--- config.mk ---
export PLATFORM = sky130hd
export DESIGN_NAME = vpp_wave_gen_flat
export DESIGN_NICKNAME = d
export VERILOG_FILES = /design/src/rtl/vpp_wave_gen_if.sv /design/src/rtl/vpp_wave_gen.sv /design/src/flat_wrapper.sv
export SDC_FILE = /design/constraint.sdc
export NUM_CORES = 1
export LEC_CHECK = 0
export BUFFER_PORTS_ARGS = -buffer_cell sky130_fd_sc_hd__buf_2
export CAP_MARGIN = 20
export CORE_AREA = 8 8 121 123
export DETAILED_ROUTE_END_ITERATION = 10
export DIE_AREA = 0 0 129 131
export MAX_ROUTING_LAYER = met4
export PLACE_DENSITY = 0.71
export SLEW_MARGIN = 25
export SYNTH_ARGS = -nofsm -noshare
export SYNTH_HDL_FRONTEND = slang
export SYNTH_SLANG_ARGS = --single-unit
--- constraint.sdc ---
create_clock -name clk -period 5 [get_ports clk]
set_input_delay 0.75 -clock clk [delete_from_list [all_inputs] [get_ports clk]]
set_output_delay 0.75 -clock clk [all_outputs]
set_load 0.01 [all_outputs]
--- src/rtl/vpp_wave_gen_if.sv ---
// vpp_wave_gen bundle: enable, config and sample stream.
// master drives en/cfg and takes samples; slave is the generator.
interface vpp_wave_gen_if #(
  parameter int DW = 12
);
  logic          en;
  logic [1:0]    mode;
  logic [DW-1:0] cfg_max;
  logic [DW-1:0] cfg_min;
  logic [DW-1:0] step;
  logic [10:0]   half_period;
  logic [DW-1:0] data_out;
  logic          data_valid;
  logic          period_start;

  modport master (
    output en, mode, cfg_max, cfg_min,
    output step, half_period,
    input  data_out, data_valid, period_start
  );

  modport slave (
    input  en, mode, cfg_max, cfg_min,
    input  step, half_period,
    output data_out, data_valid, period_start
  );
endinterface

--- src/rtl/vpp_wave_gen.sv ---
// Triangle/square/sawtooth/DC sample generator, one sample per en cycle.
// Ports: clk, rst (sync, active-high), bus (slave: en, cfg in; samples out).
module vpp_wave_gen #(
  parameter int DW  = 12,
  parameter int WIN = 2048
) (
  input  logic           clk,
  input  logic           rst,
  vpp_wave_gen_if.slave  bus
);

  localparam int CW =
    ($clog2(WIN) > 11) ? $clog2(WIN) : 11;

  localparam logic [1:0] M_SQR = 2'd1;
  localparam logic [1:0] M_SAW = 2'd2;
  localparam logic [1:0] M_DC  = 2'd3;

  typedef enum logic [2:0] {
    IDLE, RISE, FALL, HIGH, LOW, DCS
  } state_t;

  state_t        state_q, state_d;
  logic [DW-1:0] data_q, data_d;
  logic          valid_q, valid_d;
  logic          ps_q, ps_d;
  logic [CW-1:0] cnt_q, cnt_d;
  logic [1:0]    mode_q, mode_d;
  logic [DW-1:0] hi_q, hi_d;
  logic [DW-1:0] lo_q, lo_d;
  logic [DW-1:0] step_q, step_d;
  logic [10:0]   hp_q, hp_d;

  logic [DW-1:0] live_hi, live_lo, step_eff;
  logic [DW:0]   sum;
  logic [DW+1:0] diff;
  logic          rise_top, fall_low;
  logic          restart;

  assign live_hi = (bus.cfg_max >= bus.cfg_min) ?
                   bus.cfg_max : bus.cfg_min;
  assign live_lo = (bus.cfg_max >= bus.cfg_min) ?
                   bus.cfg_min : bus.cfg_max;

  assign step_eff = (step_q == '0) ? DW'(1) : step_q;

  // Extra headroom bits so ramps clamp instead of wrapping.
  assign sum  = {1'b0, data_q} + {1'b0, step_eff};
  assign diff = {2'b0, data_q} - {2'b0, step_eff};

  assign rise_top = (sum >= {1'b0, hi_q});
  assign fall_low =
    ($signed(diff) <= $signed({2'b0, lo_q}));

  always_comb begin
    state_d = state_q;
    data_d  = data_q;
    valid_d = bus.en;
    ps_d    = 1'b0;
    cnt_d   = cnt_q;
    mode_d  = mode_q;
    hi_d    = hi_q;
    lo_d    = lo_q;
    step_d  = step_q;
    hp_d    = hp_q;
    restart = 1'b0;

    if (bus.en) begin
      unique case (state_q)
        IDLE: restart = 1'b1;
        RISE: begin
          // Sawtooth sits at hi for one sample,
          // then wraps as a new period.
          if (mode_q == M_SAW && data_q >= hi_q)
            restart = 1'b1;
          else if (rise_top) begin
            data_d = hi_q;
            if (mode_q != M_SAW)
              state_d = FALL;
          end else
            data_d = sum[DW-1:0];
        end
        FALL: begin
          if (fall_low)
            restart = 1'b1;
          else
            data_d = diff[DW-1:0];
        end
        HIGH: begin
          if (cnt_q == CW'(hp_q)) begin
            state_d = LOW;
            data_d  = lo_q;
            cnt_d   = '0;
          end else
            cnt_d = cnt_q + CW'(1);
        end
        LOW: begin
          if (cnt_q == CW'(hp_q))
            restart = 1'b1;
          else
            cnt_d = cnt_q + CW'(1);
        end
        DCS: begin
          if (cnt_q == CW'(WIN - 1))
            restart = 1'b1;
          else
            cnt_d = cnt_q + CW'(1);
        end
        default: state_d = IDLE;
      endcase

      // Period boundary: take a fresh config
      // snapshot and emit the new mode's first sample.
      if (restart) begin
        ps_d   = 1'b1;
        cnt_d  = '0;
        mode_d = bus.mode;
        hi_d   = live_hi;
        lo_d   = live_lo;
        step_d = bus.step;
        hp_d   = bus.half_period;
        unique case (bus.mode)
          M_SQR: begin
            state_d = HIGH;
            data_d  = live_hi;
          end
          M_DC: begin
            state_d = DCS;
            data_d  = live_hi;
          end
          default: begin
            state_d = RISE;
            data_d  = live_lo;
          end
        endcase
      end
    end
  end

  always_ff @(posedge clk) begin
    if (rst) begin
      state_q <= IDLE;
      data_q  <= '0;
      valid_q <= 1'b0;
      ps_q    <= 1'b0;
      cnt_q   <= '0;
      mode_q  <= '0;
      hi_q    <= '0;
      lo_q    <= '0;
      step_q  <= '0;
      hp_q    <= '0;
    end else begin
      state_q <= state_d;
      data_q  <= data_d;
      valid_q <= valid_d;
      ps_q    <= ps_d;
      cnt_q   <= cnt_d;
      mode_q  <= mode_d;
      hi_q    <= hi_d;
      lo_q    <= lo_d;
      step_q  <= step_d;
      hp_q    <= hp_d;
    end
  end

  assign bus.data_out     = data_q;
  assign bus.data_valid   = valid_q;
  assign bus.period_start = ps_q;

endmodule

--- src/flat_wrapper.sv ---
// flat-port wrapper written by rule: the top's interface ports become plain ports
module vpp_wave_gen_flat 
#(
  parameter int DW  = 12,
  parameter int WIN = 2048
)
  (clk, rst, bus_en, bus_mode, bus_cfg_max, bus_cfg_min, bus_step, bus_half_period, bus_data_out, bus_data_valid, bus_period_start);
  vpp_wave_gen_if #(.DW(DW)) bus_i ();
  input  logic clk;
  input  logic rst;
  input wire logic [$bits(bus_i.en)-1:0] bus_en;
  input wire logic [$bits(bus_i.mode)-1:0] bus_mode;
  input wire logic [$bits(bus_i.cfg_max)-1:0] bus_cfg_max;
  input wire logic [$bits(bus_i.cfg_min)-1:0] bus_cfg_min;
  input wire logic [$bits(bus_i.step)-1:0] bus_step;
  input wire logic [$bits(bus_i.half_period)-1:0] bus_half_period;
  output wire logic [$bits(bus_i.data_out)-1:0] bus_data_out;
  output wire logic [$bits(bus_i.data_valid)-1:0] bus_data_valid;
  output wire logic [$bits(bus_i.period_start)-1:0] bus_period_start;
  assign bus_i.en = bus_en;
  assign bus_i.mode = bus_mode;
  assign bus_i.cfg_max = bus_cfg_max;
  assign bus_i.cfg_min = bus_cfg_min;
  assign bus_i.step = bus_step;
  assign bus_i.half_period = bus_half_period;
  assign bus_data_out = bus_i.data_out;
  assign bus_data_valid = bus_i.data_valid;
  assign bus_period_start = bus_i.period_start;
  vpp_wave_gen #(.DW(DW), .WIN(WIN)) u_core (.clk(clk), .rst(rst), .bus(bus_i));
endmodule
After elaboration in Yosys (flattened, before gate mapping)
Index checks and enable logic that the tools add are counted.
{"block": "word_totals", "input_bits": 52, "ff_bits": 77, "out_inout_bits": 14, "wordCells": 78}
{"block": "classes", "magnitude_cmp": 4, "n_eq_ne": 19, "n_mux": 29, "bitwise_logic": 1, "addsub": 3, "reduce_logical": 12}
{"operator": "$mux W12", "count": 9}
{"operator": "$mux W11", "count": 4}
{"operator": "$pmux W12 S3", "count": 1}
{"operator": "$pmux W11 S3", "count": 1}
{"operator": "$ge A12 B12 Y1", "count": 2}
{"operator": "$mux W3", "count": 5}
{"operator": "$le A14 B13 Y1", "count": 1}
{"operator": "$add A12 B12 Y13", "count": 1}
{"operator": "$ge A13 B12 Y1", "count": 1}
{"operator": "$sub A12 B12 Y13", "count": 1}
{"operator": "$logic_not A12 Y1", "count": 1}
{"operator": "$ne A3 B3 Y1 const B", "count": 4}
{"operator": "$add A11 B1 Y11 const B", "count": 1}
{"operator": "$eq A11 B11 Y1", "count": 1}
{"operator": "$eq A11 B11 Y1 const B", "count": 1}
{"operator": "$ne A3 B1 Y1 const B", "count": 3}
{"operator": "$pmux W3 S3", "count": 1}
{"operator": "$reduce_bool A4 Y1", "count": 2}
{"operator": "$eq A3 B2 Y1 const B", "count": 2}
{"operator": "$eq A3 B3 Y1 const B", "count": 2}
{"operator": "$mux W1", "count": 6}
{"operator": "$pmux W3 S2", "count": 1}
{"operator": "$reduce_and A6 Y1", "count": 1}
{"operator": "$pmux W1 S5", "count": 1}
{"operator": "13 further kinds", "count": 15}

Longest topological paths before layout
{"block": "depth", "ltp_word": 9, "depth_mapped": 20, "depth_no_buf": 18}

Least setup slack after synthesis
No wires, ideal clock.
{"block": "synth_timing", "kind": "reg-to-reg", "startpoint": "register u_core.step_q[6]", "endpoint": "register u_core.data_q[6], in the netlist u_core.bus.data_out[6]", "period_less_slack_ps": 4404, "arrival_time_ps": 4286, "setup_slack_ps": 596, "required_time_ps": 4883, "stages_incl_launch_ff": 18, "setup_time_ps": 117, "path_buffers": 0, "cell_sequence": "dfxtp_1 -> nor3_1 -> a31o_2 -> ha_1 -> fa_1 -> nand2b_1 -> a221oi_2 -> o211ai_1 -> xnor2_1 -> ha_1 -> a2111oi_0 -> o21a_1 -> o21ai_1 -> a31o_2 -> a221oi_4 -> mux2_2 -> a211o_1 -> a32o_1"}
{"block": "synth_between", "elab_chain_cells": 9, "elab_cells_between_ends": 19, "classes_between": "2 x add/sub; 2 x order compare; 3 x eq/ne; 9 x mux; 3 x reduce/logical"}
{"element": "start: declaration", "line_no": "vpp_wave_gen.sv:31", "source": "logic [DW-1:0] step_q, step_d;"}
{"element": "start signal: assignment", "line_no": "vpp_wave_gen.sv:161", "source": "step_q <= step_d;"}
{"element": "$logic_not A12 Y1", "line_no": "vpp_wave_gen.sv:45", "source": "assign step_eff = (step_q == '0) ? DW'(1) : step_q;"}
{"element": "$mux W12 *", "line_no": "vpp_wave_gen.sv:45"}
{"element": "$sub A12 B12 Y13", "line_no": "vpp_wave_gen.sv:49", "source": "assign diff = {2'b0, data_q} - {2'b0, step_eff};"}
{"element": "$le A14 B13 Y1", "line_no": "vpp_wave_gen.sv:53", "source": "($signed(diff) <= $signed({2'b0, lo_q}));"}
{"element": "$mux W1", "line_no": "vpp_wave_gen.sv:84", "source": "if (fall_low)"}
{"element": "$pmux W1 S5", "line_no": "vpp_wave_gen.sv:69", "source": "unique case (state_q)"}
{"element": "$mux W1", "line_no": "vpp_wave_gen.sv:68", "source": "if (bus.en) begin"}
{"element": "$ne A3 B1 Y1 (no source line), or another cell as far along"}
{"element": "$reduce_and A5 Y1 (no source line)"}
{"element": "end signal: assignment", "line_no": "vpp_wave_gen.sv:154", "source": "data_q <= data_d;"}
{"element": "end: declaration", "line_no": "vpp_wave_gen.sv:24", "source": "logic [DW-1:0] data_q, data_d;"}
Every way passes the cells marked *; elsewhere a longest branch is shown, timed or not. The select of a mux whose other input is x is not followed.
A chain may end at the register's enable or synchronous reset.

Worst setup path in the final report
{"block": "layout_timing", "startpoint": "register u_core.step_q[9]", "endpoint": "register u_core.data_q[6], in the netlist u_core.bus.data_out[6]"}
The elaborated chain is that of the path after synthesis.

==> out/metrics.csv <==
stage,metric,value,unit
setup_path,Worst Path Arrival,4.92,ns
sta,# setup viols final,0,
yosys,ranking of synthesized cells by area,"dfxtp_1 22%, ha_1 13%, mux2i_1 7.0%",
place,dpl cell area,7320,um^2
global_route,Tot GR Track Use,22.6,%
pwr,Total Power,6120,uW
global_route,vias in the first global route,5844,
setup_path,Setup crit start kind,flip-flop,
sta,clock skew,0.00814,ns
sta,Max Fclk,0.213,GHz
yosys,sequential area share after synthesis,22.4,%
die,Starting Density,53.5,%
detailed_routing,drt pass-1 iters,5,
detailed_routing,Initial DRC Count,535,
setup_path,crit end category,flip-flop,
final_layout,"Core Util, Final",59.6,%
final_layout,"most common cell after layout, fill and taps aside",nand2_1,
yosys,Synth Cell Area,6880,um^2
final_layout,most frequent cells in the layout,"87 x nand2_1, 77 x dfxtp_1, 75 x a21oi_1",
job,maxcap violations,0,
clocking,"Reg clk slew, reported paths",0.06,ns
run_status,status,"finished, final reports clean",
final_layout,ant diodes,0,
detailed_routing,DRC Markers,0,
pwr,Max IR drop VDD,0.340,mV
clocking,Max Buffers Root-to-Sink,2,
final_layout,# fillers,1216,
setup_path,CP Cell Sequence,"nor4_1, a31o_2, ha_1, fa_1, nand2b_1, a221oi_2, o211ai_1, xnor2_1, ha_1, a2111oi_1, o21a_1, o21ai_1, a31o_2, a221oi_4, mux2_2, a211o_1, a32o_1",
final_layout,P&R area growth vs syn,11.4,%
die,Core ar.,12900,um^2
final_layout,area of the multi-input gates,4810,um^2
yosys,Synth Area per Inst,7.84,um^2
yosys,Synth area leader,dfxtp_1,
sta,Slew headroom,34.7,%
yosys,Seq cells post-synth,77,
yosys,Yosys top cell area share,22.4,%
sta,Worst Max-Slew Pin Slew,0.979,ns
global_route,total gr overflow,0,
pwr,PD cells,798,nW/um^2
sta,Fin. Hold Viols,0,
die,FP Rows,42,
final_layout,Final Cell Area,7670,um^2
pwr,Leak,0.00327,uW
clocking,Clock Root Buffer,clkbuf_16,
setup_path,CP required,5.23,ns
place,global placement routability congestion,0.911,
setup_path,CP max stage delay,0.38,ns
die,die width,129,um
place,Port-buffer cells,65,
sta,Final min period,4.70,ns
detailed_routing,Wirelength per Cell,16.8,um
place,detailed placement HPWL,14300,um
setup_path,critical path's top delay family,compound AO/OA/AOI/OAI gates,
detailed_routing,routed via count,6433,
yosys,Post-Synthesis Cells,878,
clocking,worst skew pair latency,0.34,ns
global_route,antenna violations before repair,0,
detailed_routing,Via density,5.87,
sta,setup ws final,0.304,ns
yosys,Post-synth EDFFs,0,
die,chip height,131,um
final_layout,share of layout cells above drive strength 1,14.6,%
clocking,Clock Sinks,77,
setup_path,Setup CP Type,reg2reg,
clocking,CTS Buf Count,9,
yosys,Unique masters post-synth,76,
clocking,htree depth,3,
detailed_routing,"antenna viol nets, final",0,
place,Post-Place Worst Slack,0.211,ns
detailed_routing,DRT Wirelength,18400,um
die,die area,16900,um^2
global_route,first-pass GRT wire length,29500,um
setup_path,worst path bufs/invs,0,
final_layout,FF/Latch Area,1540,um^2
sta,final slew viol count,0,
setup_path,"Slowest-stage cell, CP",mux2_2,
yosys,synthesized net count,1006,
clocking,CTS tree,yes,
yosys,top_reg_cell synth,dfxtp_1,
sta,"Period Utilization, post-route",93.9,%
global_route,largest net degree at the start of global routing,58,
final_layout,Final #Nets,1042,
worst_hold_path,Worst Hold Class,reg2reg,
yosys,Async SR Flop Fraction,0,%
yosys,synth warn,0,
setup_path,Crit Path Max Fanout,3,
die,# IOs,66,
[synth_stat cells (all sizes together), types with 13 or more instances]
library cell	number
buf	25
a221oi	13
nand2	87
nand3	14
xor2	16
a21oi	77
or3	14
ha	74
mux2i	48
inv	69
a211oi	33
o21ai	33
xnor2	13
nor2	72
clkbuf	38
nand2b	14
dfxtp	77
[cells by family after synthesis]
family / after synthesis / share of synthesized area (%)
XOR/XNOR: 29 / 3.69
AO/OA/AOI/OAI: 259 / 26.5
flip-flops: 77 / 22.4
multiplexers: 53 / 7.80
adder cells (fa/ha/maj): 76 / 14.0
buffers and inverters: 133 / 8.22
AND/OR/NAND/NOR: 251 / 17.4
[state kept, by name, summed over array words and instances (netlist names)]
| register | cells |
|---|---|
| u_core.bus.data_valid | 1 |
| u_core.state_q | 3 |
| u_core.hi_q | 12 |
| u_core.step_q | 12 |
| u_core.lo_q | 12 |
| u_core.bus.data_out | 12 |
| u_core.bus.period_start | 1 |
| u_core.cnt_q | 11 |
| u_core.hp_q | 11 |
| u_core.mode_q | 2 |
[routing by layer]
metal	share of wire, %	global-route usage, %	wire length [um]	up-vias
li1	-	-	-	3259
met1	49	31.3	9080	2960
met2	43	33.0	7850	192
met3	6.3	3.49	1170	22
met4	1.9	7.05	348	0
met5	0	-	0	-
[layout make-up]
cell class                 instances  share of cell area, %
clock buffer                      10                   3.12
clock inverter                     6                  0.897
inverter                          70                   3.43
multi-input combinational        668                   62.7
sequential                        77                   20.1
tap                              176                   2.87
timing repair buffer              88                   6.87
[power by group]
group	internal, uW	leakage, uW	total (uW)	switching [uW]
combinational	1870	0.00249	4450	2580
sequential	816	0.000632	1010	190
clock	404	0.000149	671	267
[stage by stage]
step | TNS (ns) | hold slack, ns | std cells
6_report | 0 | 0.455 | 1095
5_1_grt | -0.102 | 0.484 | 1095
4_1_cts | 0 | 0.457 | 1093
3_5_place_dp | 0 | 0.449 | 1077
3_3_place_gp | 0 | 0.441 | 1077
2_1_floorplan | 0 | 0.432 | 878
[worst min-delay path: stages, from the launching register on]
cell,delay (ns)
dfxtp_1,0.31
nand2_1,0.05
a21oi_1,0.05
[timing repair]
item | CTS | global route
buffers inserted | 0 | 2
hold buffers | 0 | 0
resized for setup | 0 | 4
endpoints found under the setup margin | 0 | 17
[final timing paths]
path	to	start	slack (ns)	cells after the start
max	u_core.bus.data_out[6]	u_core.step_q[9]	0.30	17
min	u_core.mode_q[0]	u_core.mode_q[0]	0.46	2
max reg2reg	u_core.bus.data_out[6]	u_core.step_q[9]	0.30	17
min reg2reg	u_core.mode_q[0]	u_core.mode_q[0]	0.46	2
Note: power is estimated with default switching activity, not from simulation.
